--- src/rtl/uart_tx.sv ---
// rtl/uart_tx.sv - FIFO-buffered UART transmitter, 8 data bits LSB first, optional parity, 1 or 2 stop bits
module uart_tx #(
  parameter int BIT_CYCLES = 1300,
  parameter int PARITY     = 0,
  parameter int STOP_BITS  = 1,
  parameter int FIFO_DEPTH = 4
) (
  input  logic                          clk,
  input  logic                          rst_n,
  input  logic [7:0]                    tx_data,
  input  logic                          tx_valid,
  output logic                          tx_ready,
  output logic                          txd,
  output logic                          busy,
  output logic [$clog2(FIFO_DEPTH):0]   fifo_count
);

  localparam int AW = $clog2(FIFO_DEPTH);
  localparam int CW = $clog2(BIT_CYCLES);
  localparam logic [CW-1:0] BIT_LAST  = CW'(BIT_CYCLES - 1);
  localparam logic [2:0]    STOP_LAST = 3'(STOP_BITS - 1);
  localparam logic [AW:0]   FULL_CNT  = (AW+1)'(FIFO_DEPTH);

  typedef enum logic [2:0] {S_IDLE, S_START, S_DATA, S_PARITY, S_STOP} state_t;

  state_t        state_q;
  logic [CW-1:0] bit_cnt_q;
  logic [2:0]    bit_idx_q;
  logic [7:0]    shift_q;
  logic          par_q;
  logic          txd_q;
  logic          busy_q;

  logic [7:0]    mem_q [FIFO_DEPTH];
  logic [AW-1:0] wr_ptr_q;
  logic [AW-1:0] rd_ptr_q;
  logic [AW:0]   count_q;
  logic [AW:0]   count_d;

  logic          push;
  logic          pop;
  logic          bit_end;
  logic [7:0]    head;

  // The occupancy counter doubles as the full/empty flag the wrapping pointers cannot provide.
  assign tx_ready   = (count_q != FULL_CNT);
  assign push       = tx_valid && tx_ready;
  assign head       = mem_q[rd_ptr_q];
  assign bit_end    = (bit_cnt_q == BIT_LAST);
  assign pop        = (count_q != '0) &&
                      ((state_q == S_IDLE) ||
                       (state_q == S_STOP && bit_end && bit_idx_q == STOP_LAST));
  assign txd        = txd_q;
  assign busy       = busy_q;
  assign fifo_count = count_q;

  always_comb begin
    count_d = count_q;
    case ({push, pop})
      2'b10:   count_d = count_q + 1'b1;
      2'b01:   count_d = count_q - 1'b1;
      default: count_d = count_q;
    endcase
  end

  always_ff @(posedge clk) begin
    if (push) mem_q[wr_ptr_q] <= tx_data;
  end

  always_ff @(posedge clk or negedge rst_n) begin
    if (!rst_n) begin
      wr_ptr_q <= '0;
      rd_ptr_q <= '0;
      count_q  <= '0;
    end else begin
      if (push) wr_ptr_q <= wr_ptr_q + 1'b1;
      if (pop)  rd_ptr_q <= rd_ptr_q + 1'b1;
      count_q <= count_d;
    end
  end

  always_ff @(posedge clk or negedge rst_n) begin
    if (!rst_n) begin
      state_q   <= S_IDLE;
      bit_cnt_q <= '0;
      bit_idx_q <= '0;
      shift_q   <= '0;
      par_q     <= 1'b0;
      txd_q     <= 1'b1;
      busy_q    <= 1'b0;
    end else begin
      case (state_q)
        S_IDLE: begin
          bit_cnt_q <= '0;
          if (pop) begin
            shift_q <= head;
            par_q   <= (^head) ^ (PARITY == 2);
            txd_q   <= 1'b0;
            busy_q  <= 1'b1;
            state_q <= S_START;
          end
        end
        S_START, S_DATA, S_PARITY, S_STOP: begin
          if (!bit_end) begin
            bit_cnt_q <= bit_cnt_q + 1'b1;
          end else begin
            bit_cnt_q <= '0;
            case (state_q)
              S_START: begin
                txd_q     <= shift_q[0];
                bit_idx_q <= '0;
                state_q   <= S_DATA;
              end
              S_DATA: begin
                shift_q <= {1'b0, shift_q[7:1]};
                if (bit_idx_q == 3'd7) begin
                  bit_idx_q <= '0;
                  if (PARITY != 0) begin
                    txd_q   <= par_q;
                    state_q <= S_PARITY;
                  end else begin
                    txd_q   <= 1'b1;
                    state_q <= S_STOP;
                  end
                end else begin
                  bit_idx_q <= bit_idx_q + 1'b1;
                  txd_q     <= shift_q[1];
                end
              end
              S_PARITY: begin
                txd_q     <= 1'b1;
                bit_idx_q <= '0;
                state_q   <= S_STOP;
              end
              default: begin
                // Last stop bit: chain straight into the next frame when a byte is waiting.
                if (bit_idx_q == STOP_LAST) begin
                  bit_idx_q <= '0;
                  if (pop) begin
                    shift_q <= head;
                    par_q   <= (^head) ^ (PARITY == 2);
                    txd_q   <= 1'b0;
                    state_q <= S_START;
                  end else begin
                    txd_q   <= 1'b1;
                    busy_q  <= 1'b0;
                    state_q <= S_IDLE;
                  end
                end else begin
                  bit_idx_q <= bit_idx_q + 1'b1;
                end
              end
            endcase
          end
        end
        default: begin
          state_q <= S_IDLE;
          txd_q   <= 1'b1;
          busy_q  <= 1'b0;
        end
      endcase
    end
  end

endmodule

--- config.mk ---
export PLATFORM = sky130hd
export DESIGN_NAME = uart_tx
export DESIGN_NICKNAME = d
export VERILOG_FILES = /design/src/rtl/uart_tx.sv
export SDC_FILE = /design/constraint.sdc
export NUM_CORES = 1
export LEC_CHECK = 0
export ABC_AREA = 0
export CORE_MARGIN = 8
export CORE_UTILIZATION = 55
export DETAILED_ROUTE_END_ITERATION = 8
export PLACE_DENSITY = 0.84
export SYNTH_ARGS = -nofsm -noshare
export SYNTH_HDL_FRONTEND = slang
export SYNTH_SLANG_ARGS = --single-unit
export TNS_END_PERCENT = 30
--- constraint.sdc ---
create_clock -name clk -period 4.1 [get_ports clk]
set_clock_uncertainty 0.05 [all_clocks]
set_input_delay 0.41 -clock clk [delete_from_list [all_inputs] [get_ports clk]]
set_output_delay 0.41 -clock clk [all_outputs]
set_load 0.02 [all_outputs]
==> results.md <==
- Cells along the critical path: ha_1 -> or4b_4 -> or4_4 -> a21oi_4 -> ha_1 -> inv_1 -> fa_1 -> xor2_1 -> nor2_1 -> xor2_1
- Worst Tran Pin Value: 772 ps
- Drt first pass iters: 4
- P_leak: 1.33 nW
- Simple-gate share of the synthesized area: 0.111
- Clk Latency, worst-skew pair: 340 ps
- Final Cell Area: 3500 um^2
- Tot GR Track Use: 0.148
- Non-Filler Instances: 346
- Initial antenna violation count: 0
- Flop-to-flop setup slack: 930 ps
- Crit end category: flip-flop
- Global Route met2 Usage: 0.241
- Via count of the routed design: 1963
- Setup ws final: 930 ps
- P per Cell Area: 664 nW/um^2
- CP max stage delay: 490 ps
- Final setup vio count: 0
- Ant. Diodes: 0
- Worst-path maximum fanout: 14
- Root buffer cell: clkbuf_8
- DRT iter0 DRCs: 64
- Top FF cell, synth: dfrtp_1
- Worst slack at placement: 929 ps
- Remaining antenna violation count: 0
- RR Endpoint: fifo_count[2]
- CTS sink count: 66
- Post-CTS Setup Inserts: 0
- Max-cap viol count: 0
- Adder-cell area share of the yosys netlist: 0.0433
- Post-route minimum period: 3170 ps
- Highest Clock Rate: 0.315 GHz
- Synth Instances: 249
- Final hold violation count: 0
- Final period utilization: 0.773
- Reg2reg path depth: 10
- DRC viols: 0
- Mean post-synth cell area: 12.3 um^2
- Run status: complete, no violations
- Crit path launch type: flip-flop
- Main combinational cell family by area after synthesis: compound AO/OA/AOI/OAI gates
- Total of warnings raised by yosys: 0
- Die area: 8210 um^2
- Synth Register Bits: 66
- Mux share of post-synthesis cell area: 0.0662
- Post-synthesis xor/xnor area fraction: 0.0257
- Starting density of the core: 0.563
- Mapped Area: 3060 um^2
- Met1 usage: 0.167
- Die H: 90.6 um
- Drt via density: 5.67
- TritonCTS clock tree: yes
- Crit-path slowest cell: or4b_4
- CTS Hold Bufs: 0
- Share of layout cells above drive strength 1: 0.120
- Core Rows: 27
- Synth Area in Compound Gates: 0.125
- Most used routing layer: met2
- Async SR Flop Fraction: 0.515
- Number of synthesized flops with an enable pin: 32
- Post-cts sizing count: 0
- I/O Pins: 17
- Clk slew on worst S/H paths: 70 ps
- Setup crit end: fifo_count[2]
- Global-route wire length before repair: 9670 um
- Post-synthesis cell type count: 47
- GR met3 Demand/Resource: 0.0532
- Setup_tns: 0 ps
- Core area: 5440 um^2
- Num CTS Buffers: 9
- Final net count: 290
- Mapped Nets: 270
- Tot Pwr: 0.00232 W
- DRT Wirelength: 5490 um
- Die width: 90.6 um
- Critical path arrival: 3380 ps
- Final Max Slew Viols: 0
- Sequential area share after synthesis: 0.592
- Largest net degree at the start of global routing: 35
- Max clock buf depth: 2
- Worst slew margin: 0.483
- Detailed Place HPWL: 3790 um
- Reg2Reg Launch Point: bit_cnt_q[0]
- H-tree levels: 3
- Kind of critical path: flip-flop to flip-flop
- Syn-to-layout area delta: 14.3%
- Max VDD drop: 0.466 mV
- RSZ-0062 raised after global routing: false
- Number of global-route vias before repair: 2070
- Area post-placement: 3280 um^2
- Grt total ovfl: 0
- WL/cell: 15.9 um
- Critical Path RT: 4310 ps
- Hold Path Class: input pin to asynchronous set/reset pin
- RD Place Congestion: 0.819
- PortBufs: 16
- Placed insts: 330
- CP Launch Point: bit_cnt_q[0]
==> cell families after synthesis <==
kind of cell,count (synthesis)
compound gates,60
xor+xnor,9
fa+ha+maj,10
buf+inv,28
flops,66
mux,10
simple gates,66
==> cells in the mapped netlist, types with 3 or more instances <==
cell	n	share of area
inv_1	20	0.025
nor2_1	19	0.023
dfrtp_1	33	0.27
nand2_1	16	0.020
o31ai_1	4	0.0098
ha_1	9	0.037
nand3_1	5	0.0082
xnor2_1	6	0.017
clkbuf_1	5	0.0061
mux4_2	8	0.059
nor3_1	5	0.0082
a21oi_1	12	0.020
xor2_1	3	0.0086
o21ai_0	24	0.039
o22a_1	8	0.023
nand2b_1	3	0.0061
edfxtp_1	32	0.31
and3_1	4	0.0082
==> layer usage <==
layer,share of wire,up-vias
met1,0.43,960
met5,0,-
met3,0.048,15
met4,0.023,0
met2,0.50,44
li1,-,944
==> state kept, by name, indices dropped and copies added (netlist names) <==
name / cells
bit_cnt_q: 11
rd_ptr_q: 2
txd: 1
fifo_count: 3
wr_ptr_q: 2
shift_q: 8
busy: 1
state_q: 3
mem_q: 32
bit_idx_q: 3
==> report_power, final <==
| part | switching (W) | internal [W] |
|---|---|---|
| combinational | 0.000383 | 0.000347 |
| sequential | 0.000134 | 0.000872 |
| clock | 0.000246 | 0.000341 |
==> worst max-delay path: cells and delay by family (launching register included) <==
kind / cells / cell delay [ps]
AND/OR/NAND/NOR: 3 / 1070
AO/OA/AOI/OAI: 1 / 370
XOR/XNOR: 2 / 300
adder cells (fa/ha/maj): 3 / 860
flip-flops: 1 / 400
buffers and inverters: 1 / 60
==> metrics by stage <==
step | hold WS, ps | util
floorplan | 64.4 | -
finish | 420 | 0.643
detailed placement | 435 | 0.603
CTS | 439 | 0.643
global placement | 440 | 0.603
global route | 466 | 0.643
==> final cells by class <==
cell class / count / area, um^2
fill: 410 / 1940
sequential: 66 / 1810
multi-input combinational: 155 / 1140
timing repair buffer: 17 / 168
clock buffer: 9 / 124
clock inverter: 7 / 93.8
tap: 72 / 90.1
inverter: 20 / 75.1
==> cells in the final DEF, fill, tap and decap left out, types with 6 or more instances in the layout <==
master / Yosys / routed
nor2_1: 19 / 19
a21oi_1: 12 / 12
dfrtp_1: 33 / 33
o22a_1: 8 / 8
nand2_1: 16 / 16
o21ai_0: 24 / 24
mux4_2: 8 / 8
xnor2_1: 6 / 6
clkdlybuf4s50_1: 0 / 16
ha_1: 9 / 9
edfxtp_1: 32 / 32
inv_1: 20 / 20
clkbuf_8: 0 / 9
==> worst min path at each step <==
stage,startpoint,endpoint,slack (ps),cells after the start
after detailed placement,bit_cnt_q[10],bit_cnt_q[10],440,1
after global placement,bit_cnt_q[10],bit_cnt_q[10],440,1
after global routing,rst_n,bit_cnt_q[8],470,2
after CTS,rst_n,bit_cnt_q[8],440,2
final,rst_n,bit_cnt_q[8],420,2
after floorplan,rst_n,bit_cnt_q[0],60,0
Note: power is estimated with default switching activity, not from simulation.
==> edit: new RTL, same flow settings <==
Encoding of `state_t`: now one-hot (5 bits for 5 states).
--- a/src/rtl/uart_tx.sv
+++ b/src/rtl/uart_tx.sv
@@ -21,7 +21,7 @@
   localparam logic [2:0]    STOP_LAST = 3'(STOP_BITS - 1);
   localparam logic [AW:0]   FULL_CNT  = (AW+1)'(FIFO_DEPTH);
 
-  typedef enum logic [2:0] {S_IDLE, S_START, S_DATA, S_PARITY, S_STOP} state_t;
+  typedef enum logic [4:0] {S_IDLE = 5'b00001, S_START = 5'b00010, S_DATA = 5'b00100, S_PARITY = 5'b01000, S_STOP = 5'b10000} state_t;
 
   state_t        state_q;
   logic [CW-1:0] bit_cnt_q;
Check against the original RTL: same outputs for any inputs over 10 cycles, from zero or initial values and one cycle with rst_n low; not proved beyond that.
==> edit against the unedited design <==
  * Global-route usage is 0.69 points higher
  * Routed wire length is 11% higher
  * Via count is 6.1% higher
  * Sequential share of layout area is 0.42 points lower
  * Setup slack worse by 0.043 ns
  * Synthesized area is 2.8% higher
  * Non-clock buffer count is 1 higher
  * Sequential cell count is 1 higher
  * Sequential power is 6% higher
  * Power is 13% higher
  * Final area is 2.3% higher
  * Largest cell class unchanged
==> edit: results (changes against the unedited design) <==
----------------------------------------------------
[Synth]
  Adder-Cell Fraction of Synth Area ... 4.21% (-0.12 points)
  Gate count of the mapped netlist ... 254 (+2.0%)
  Proportion of synthesized chip area in sequential cells ... 58.4% (-0.79 points)
  Syn_nets ... 275 (+1.9%)
  Compound-Gate Fraction of Synth Area ... 12.4% (-0.024 points)
  Library cells used by synthesis ... 49 (+4.3%)
  Most instantiated cells after synthesis ... 33 x dfrtp_1, 32 x edfxtp_1, 25 x nand2_1

[Cells and area]
  Fraction of layout cells with a size suffix above 1 ... 12.3% (+0.23 points)
  Area of the multi-input gates ... 0.00122 mm^2 (+7.3%)
  Final clock-cell share ... 5.80% (-0.42 points)
  Net count, final ... 293 (+1.0%)
  Buffer count excluding the clock tree in the final layout ... 18 (+1)
  Fin cells ... 349 (+0.87%)
  Proportion of cell area occupied by registers ... 51.4% (-0.42 points)

[Route]
  Met2 WL post-DR ... 3090 um (+12%)
  Initial DRC Count ... 127 (+98%)
  Met1 wire length ... 2640 um (+13%)

[Power and ir drop]
  Internal power contribution ... 0.00164 W (+5.2%)
  Power density over the cells ... 732 mW/mm^2 (+10%)
  Cell leakage power ... 1.35 nW (+1.8%)

[Place]
  Number of cells in the design after placement ... 333 (+0.91%)
  Cell area after placement ... 0.00337 mm^2 (+2.7%)
  Detailed Place HPWL ... 4210 um (+11%)
  RD Place Congestion ... 0.860 (+5.1%)
  Dpl ws ... 0.894 ns (-0.0349 ns)

[Timing]
  Actual transition at the worst max-transition pin ... 1.28 ns (+0.506 ns)

[Global routing]
  Wire length of the first global-routing pass ... 10300 um (+6.4%)
  Total Routing Usage GR ... 15.5% (+0.69 points)
  GR Layer Usage met2 ... 25.2% (+1.0 points)
  Number of global-route vias before repair ... 2107 (+1.8%)

[CTS]
  Clock Sinks ... 67 (+1.5%)
  Clock transition at the registers of the reported paths ... 0.09 ns (+0.02 ns)

[Floorplan]
  Horiz. Die Dim ... 91.7 um (+1.2%)

[Critical path]
  Worst Path Max Fanout ... 12 (-2)

[Run status]
  Status ... complete, no violations

----------------------------------------------------
edit: changes by cell type in the layout (fill, tap and decap cells not counted), moves of 7 or more:
| cell | unedited run | this run |
|---|---|---|
| a21oi_1 | 12 | 2 |
| nand2_1 | 16 | 25 |
| nor2_1 | 19 | 10 |
| o22a_1 | 8 | 0 |
| o22ai_1 | 0 | 8 |
| a2bb2oi_1 | 1 | 8 |
| inv_1 | 20 | 13 |
edit: worst paths after layout:
check	to	slack, ns	from
worst max-delay path	fifo_count[2]	0.89	bit_cnt_q[0]
worst min-delay path	bit_cnt_q[10]	0.40	rst_n
worst max register to register	fifo_count[2]	0.89	bit_cnt_q[0]
worst min register to register	bit_cnt_q[10]	0.44	bit_cnt_q[10]
max in group asynchronous	state_q[0]	3.22	rst_n
min in group clk	bit_cnt_q[10]	0.44	bit_cnt_q[10]
